## src/rtl/spi_reg_pkg.sv

```systemverilog
// Shared constants and types for the SPI register bank: address map,
// unlock key values and the CTRL lock state encoding.
package spi_reg_pkg;

  // Register address map
  localparam int unsigned AddrId      = 0;
  localparam int unsigned AddrCtrl    = 1;
  localparam int unsigned AddrStatus  = 2;
  localparam int unsigned AddrKey     = 3;
  localparam int unsigned AddrErrCnt  = 4;
  localparam int unsigned AddrRamBase = 8;

  // Unlock sequence; zero-extended to the register width at the point of use
  localparam logic [15:0] Key1 = 16'hA5A5;
  localparam logic [15:0] Key2 = 16'h5A5A;

  typedef enum logic [1:0] {
    StLocked,
    StKeyHalf,
    StUnlocked
  } lock_state_e;

endpackage

```

## src/rtl/spi_w1c_reg.sv

```systemverilog
// Sticky status register: bits set by hardware level inputs, cleared by
// writing 1. A set and a clear on the same bit in one cycle leave it set.
module spi_w1c_reg #(
  parameter int unsigned WIDTH = 16
) (
  input  logic             spi_clk,
  input  logic             reset,
  input  logic [WIDTH-1:0] set_bits,
  input  logic             clr_en,
  input  logic [WIDTH-1:0] clr_bits,
  output logic [WIDTH-1:0] value
);

  logic [WIDTH-1:0] value_q;
  logic [WIDTH-1:0] value_d;

  // Next state: apply clear mask first, then OR in set so set wins
  always_comb begin
    value_d = value_q;
    if (clr_en) begin
      value_d = value_d & ~clr_bits;
    end
    value_d = value_d | set_bits;
  end

  // Status storage
  always_ff @(posedge spi_clk or posedge reset) begin
    if (reset) begin
      value_q <= '0;
    end else begin
      value_q <= value_d;
    end
  end

  assign value = value_q;

endmodule

```

## src/rtl/spi_reg_bank.sv

```systemverilog
// SPI-accessible register bank: ID, lockable CTRL, sticky W1C STATUS, KEY,
// ERR_CNT and a scratch RAM filling the rest of the address space.
// Build option: define SPI_REG_LOCK_EN to enable the CTRL write lock
// (key sequence FSM and rejected-write counter). Without it CTRL is always
// writable, locked is 0, ERR_CNT reads 0 and KEY writes have no effect.
module spi_reg_bank
  import spi_reg_pkg::*;
#(
  parameter int unsigned       DWIDTH   = 16,
  parameter int unsigned       ALINES   = 7,
  parameter logic [DWIDTH-1:0] ID_VALUE = DWIDTH'(16'h5A01)
) (
  input  logic              spi_clk,
  input  logic              reset,
  input  logic              wr,
  input  logic              rd,
  input  logic [ALINES-1:0] addr,
  input  logic [DWIDTH-1:0] wr_data,
  output logic [DWIDTH-1:0] rd_data,
  input  logic [DWIDTH-1:0] status_in,
  output logic [DWIDTH-1:0] ctrl_out,
  output logic              locked
);

  localparam int unsigned RamWords = 2 ** ALINES;

  logic              sel_ctrl;
  logic              sel_status;
  logic              sel_key;
  logic              sel_ram;
  logic              ctrl_wr_ok;
  logic [DWIDTH-1:0] ctrl_q;
  logic [DWIDTH-1:0] status_q;
  logic [DWIDTH-1:0] err_cnt;
  logic [DWIDTH-1:0] rd_value;
  logic [DWIDTH-1:0] rd_data_q;

  // Storage words below AddrRamBase exist but are never written or read
  logic [DWIDTH-1:0] ram [RamWords];

  assign sel_ctrl   = (addr == ALINES'(AddrCtrl));
  assign sel_status = (addr == ALINES'(AddrStatus));
  assign sel_key    = (addr == ALINES'(AddrKey));
  assign sel_ram    = (addr >= ALINES'(AddrRamBase));

`ifdef SPI_REG_LOCK_EN
  localparam logic [DWIDTH-1:0] Key1Ext = DWIDTH'(Key1);
  localparam logic [DWIDTH-1:0] Key2Ext = DWIDTH'(Key2);

  lock_state_e       state_q;
  logic              locked_q;
  logic [DWIDTH-1:0] err_cnt_q;

  // Lock FSM; any write while half-keyed that is not KEY2 to KEY re-locks
  always_ff @(posedge spi_clk or posedge reset) begin
    if (reset) begin
      state_q  <= StLocked;
      locked_q <= 1'b1;
    end else if (wr) begin
      unique case (state_q)
        StLocked: begin
          if (sel_key && wr_data == Key1Ext) begin
            state_q <= StKeyHalf;
          end
          locked_q <= 1'b1;
        end
        StKeyHalf: begin
          if (sel_key && wr_data == Key2Ext) begin
            state_q  <= StUnlocked;
            locked_q <= 1'b0;
          end else begin
            state_q  <= StLocked;
            locked_q <= 1'b1;
          end
        end
        StUnlocked: begin
          if (sel_key) begin
            state_q  <= StLocked;
            locked_q <= 1'b1;
          end
        end
        default: begin
          state_q  <= StLocked;
          locked_q <= 1'b1;
        end
      endcase
    end
  end

  // Count rejected CTRL writes, saturating at all-ones
  always_ff @(posedge spi_clk or posedge reset) begin
    if (reset) begin
      err_cnt_q <= '0;
    end else if (wr && sel_ctrl && state_q != StUnlocked && err_cnt_q != '1) begin
      err_cnt_q <= err_cnt_q + DWIDTH'(1);
    end
  end

  assign ctrl_wr_ok = (state_q == StUnlocked);
  assign locked     = locked_q;
  assign err_cnt    = err_cnt_q;
`else
  assign ctrl_wr_ok = 1'b1;
  assign locked     = 1'b0;
  assign err_cnt    = '0;
`endif

  // CTRL register, output directly with no extra stage
  always_ff @(posedge spi_clk or posedge reset) begin
    if (reset) begin
      ctrl_q <= '0;
    end else if (wr && sel_ctrl && ctrl_wr_ok) begin
      ctrl_q <= wr_data;
    end
  end

  assign ctrl_out = ctrl_q;

  // Sticky event bits
  spi_w1c_reg #(
    .WIDTH(DWIDTH)
  ) u_status (
    .spi_clk  (spi_clk),
    .reset    (reset),
    .set_bits (status_in),
    .clr_en   (wr && sel_status),
    .clr_bits (wr_data),
    .value    (status_q)
  );

  // Scratch RAM write port; contents intentionally not reset
  always_ff @(posedge spi_clk) begin
    if (wr && sel_ram) begin
      ram[addr] <= wr_data;
    end
  end

  // Read decode; KEY and reserved addresses read as zero
  always_comb begin
    rd_value = '0;
    if (sel_ram) begin
      rd_value = ram[addr];
    end else begin
      case (addr)
        ALINES'(AddrId):     rd_value = ID_VALUE;
        ALINES'(AddrCtrl):   rd_value = ctrl_q;
        ALINES'(AddrStatus): rd_value = status_q;
        ALINES'(AddrErrCnt): rd_value = err_cnt;
        default:             rd_value = '0;
      endcase
    end
  end

  // Registered read data; captures pre-write state when rd and wr coincide
  always_ff @(posedge spi_clk or posedge reset) begin
    if (reset) begin
      rd_data_q <= '0;
    end else if (rd) begin
      rd_data_q <= rd_value;
    end
  end

  assign rd_data = rd_data_q;

endmodule

```

## config.mk

```make
export PLATFORM = sky130hd
export DESIGN_NAME = spi_reg_bank
export DESIGN_NICKNAME = d
export VERILOG_FILES = /design/src/rtl/spi_reg_pkg.sv /design/src/rtl/spi_w1c_reg.sv /design/src/rtl/spi_reg_bank.sv
export SDC_FILE = /design/constraint.sdc
export NUM_CORES = 2
export LEC_CHECK = 0
export CORE_MARGIN = 2
export CORE_UTILIZATION = 50
export CTS_CLUSTER_DIAMETER = 200
export DETAILED_ROUTE_END_ITERATION = 6
export PLACE_DENSITY = 0.66
export SYNTH_ARGS = -nofsm -noshare
export SYNTH_HDL_FRONTEND = slang
export SYNTH_HIERARCHICAL = 1
export SYNTH_SLANG_ARGS = --single-unit
```

## constraint.sdc

```tcl
create_clock -name spi_clk -period 1.95 [get_ports spi_clk]
set_input_delay 0.195 -clock spi_clk [delete_from_list [all_inputs] [get_ports spi_clk]]
set_output_delay 0.195 -clock spi_clk [all_outputs]
set_load 0.02 [all_outputs]
```

==> results by group <==
Yosys
  • Most common cell in the netlist: edfxtp_1
  • Seq/Total Area, Yosys: 0.7699
  • Synth top area cells: edfxtp_1 76%, mux2i_1 7.7%, mux4_2 7.3%
  • Post-synth top cells: 2,048 x edfxtp_1, 628 x mux2i_1, 264 x mux4_2
  • Fraction of registers with async set/reset: 0.02290
  • Synth top area share: 0.7552
  • Synth Warn #: 6
  • Syn Area/Cell: 20.09 um^2
  • Library cells used by synthesis: 41
  • Main synth FF type: edfxtp_1
  • Post-synth top area cell: edfxtp_1
  • Synth Register Bits: 2,096
  • Syn Inst Count: 4,053
  • Post-synth EDFFs: 2,048
  • Synthesized area: 81,440 um^2

Worst setup path
  • CP Launch Type: register
  • Slowest-stage cell, CP: mux4_2
  • CP Max Fanout: 1
  • Slowest stage delay, CP: 0.52 ns
  • Crit path cell chain: mux4_2 > mux2i_1 > o22ai_4 > o21ai_2 > buf_6 > nor4bb_4 > a31oi_1
  • Worst Path Arrival: 2.75 ns
  • CP Data Required Time: 2.68 ns
  • WS Path Type: reg -> reg
  • Critical path endpoint category: register

Placement
  • Hpwl dp: 131,800 um
  • Placed Instances: 6,724
  • Port Buffers: 74
  • Post-Place Worst Slack: -1.122 ns
  • RePlAce Congestion: 0.9108

Layout
  • Fin cells: 7,160
  • Area growth, synth to finish: 20.70%
  • Share of post-route cells with drive strength above 1: 0.2665
  • # nets final: 4,847

STA
  • Skew final: 0.06768 ns
  • Fin crit share: 1.036
  • Worst setup margin: -0.07038 ns
  • RSZ-0062 raised after global routing: yes
  • Slew Viols, Final: 0
  • Final Hold Viols: 0
  • # setup viols final: 11
  • Setup_tns: -0.3390 ns
  • Max frequency: 495.0 MHz
  • Clock period minus worst slack: 2.020 ns
  • Worst rel slew slack: 0.4757
  • Slew @ Worst Pin: 0.7864 ns

Clocking
  • CTS tree: yes
  • H-tree depth: 4
  • Clock Path Buffers: 3
  • Num CTS Buffers: 204
  • Reg clk slew, reported paths: 0.07 ns
  • Sink Count: 2,096
  • Root buffer cell: clkbuf_16
  • Clk_lat worst skew: 0.87 ns

Floorplanning
  • Die height: 407.6 um
  • Die W: 407.6 um
  • Std cell rows: 148
  • Initial core utilization: 0.5020
  • Placeable core region: 162,200 um^2
  • DIE AREA: 166,100 um^2
  • Io pins: 76

Route
  • Drt total wl: 204,000 um
  • Initial DRT Pass Iterations: 5
  • DRC violations left: 0
  • Avg WL per Cell: 28.49 um
  • Total number of vias: 42,230
  • Via-per-instance ratio: 5.898
  • Antenna-violating nets left: 0
  • Initial DRC Count: 4,426

Power and ir drop
  • P_leak: 0.03338 uW
  • Pwr dens: 980.4 nW/um^2
  • Max VDD drop: 986.4 uV

Run status
  • Failing checks: setup timing
  • Status: finished with violations

Global route
  • Initial antenna violation count: 8
  • Remaining Overflow, GRT: 0
  • Vias in the first global route: 42,252
  • Total track usage: 0.2442
  • Global-route wire length before repair: 294,800 um
  • Pin count of the biggest net entering global routing: 81

Min path
  • Worst Hold Class: in -> reg

Job
  • Max-cap violations: 0
## metal layers
metal  wire length [um]  up-vias  part of all wire  GRT usage
li1                   -    18161                 -          -
met3              18360      274             0.090    0.06006
met5                 47        -           0.00023          0
met1              85300    22091              0.42     0.3479
met4               5446        8             0.027    0.07433
met2              94820     1696              0.46     0.3754
## cell type report
| class | instances | area, um^2 |
|---|---|---|
| flip-flops and latches | 2096 | 62720 |
| well taps | 2175 | 2721 |
| clock inverters | 137 | 1588 |
| multi-input cells | 1841 | 18790 |
| clock buffers | 249 | 5304 |
| inverters | 3 | 11.26 |
| fillers | 11542 | 63920 |
| diodes | 1 | 2.502 |
| repair buffers | 658 | 7158 |
## final timing paths
kind / startpoint / end / slack (ns) / cells past startpoint
min: addr[2] / rd_data[4]$_DFFE_PP0P_ / 0.18 / 7
max in group asynchronous: reset / rd_data[0]$_DFFE_PP0P_ / 1.15 / 4
max reg2reg: ram[15][8]$_DFFE_PP_ / rd_data[8]$_DFFE_PP0P_ / -0.07 / 7
max: ram[15][8]$_DFFE_PP_ / rd_data[8]$_DFFE_PP0P_ / -0.07 / 7
min reg2reg: u_status/value[5]$_DFF_PP0_ / u_status/value[5]$_DFF_PP0_ / 0.48 / 1
min in group asynchronous: reset / u_status/value[4]$_DFF_PP0_ / 0.31 / 3
## cells by family (layout without fill, tap and decap cells)
group,Yosys count,count (layout),share of synthesized area
flops,2096,2096,0.7699
compound gates,444,444,0.03840
buf+inv,244,1047,0.01842
mux,908,908,0.1524
simple gates,360,360,0.02079
other cells,1,130,0.00004605
## timing repair
item,in CTS,in global routing
setup buffers,5,11
setup endpoints to repair,501,987
gates cloned,0,1
pin swaps,34,22
gates resized for setup,145,27
hold endpoints to repair,1685,0
hold buffers,34,0
## critical path: cells and delay by family (launching register included)
kind,cells,cell delay [ns]
buffers and inverters,1,0.13
multiplexers,2,0.81
flip-flops,1,0.38
AO/OA/AOI/OAI,3,0.38
AND/OR/NAND/NOR,1,0.17
## sequential cells by signal, indices dropped and copies added, names as in the netlist
name,count
ctrl_out,16
ram,2048
rd_data,16
u_status/value,16
## per-stage QoR
stage	total power [uW]	utilization	instance area, um^2	hold slack, ns
CTS	96860	0.6038	97940	0.05636
floorplan	53780	-	82500	0.1087
detailed placement	57190	0.5564	90260	0.4667
finish	96370	0.6060	98300	0.1817
global placement	57090	0.5564	90260	0.4591
global route	98940	0.6059	98290	0.1264
## power by group
part	switching (uW)	total [uW]	internal, uW
registers	309	50200	49900
clock network	17300	39900	22700
logic	3680	6250	2570
total	21200	96400	75100
## cells in the final DEF (no fill, tap or decap), drive strengths merged, types with 8 or more instances in the layout
master and n:
clkinvlp 8, clkinv 99, mux2i 628, o22ai 82
buf 569, inv 10, nand2 41, a22oi 259
mux4 264, nand4 10, dlygate4sd3 34, a41oi 21
clkbuf 252, mux2 16, nor2b 12, a21oi 15
clkdlybuf4s15 11, a31oi 11, nor4bb 8, bufinv 23
a21o 16, clkdlybuf4s50 19, dfrtp 48, o21ai 34
nand3 126, edfxtp 2048, dlygate4sd2 18, conb 129
nor2 142
(Power assumes the default switching activity.)
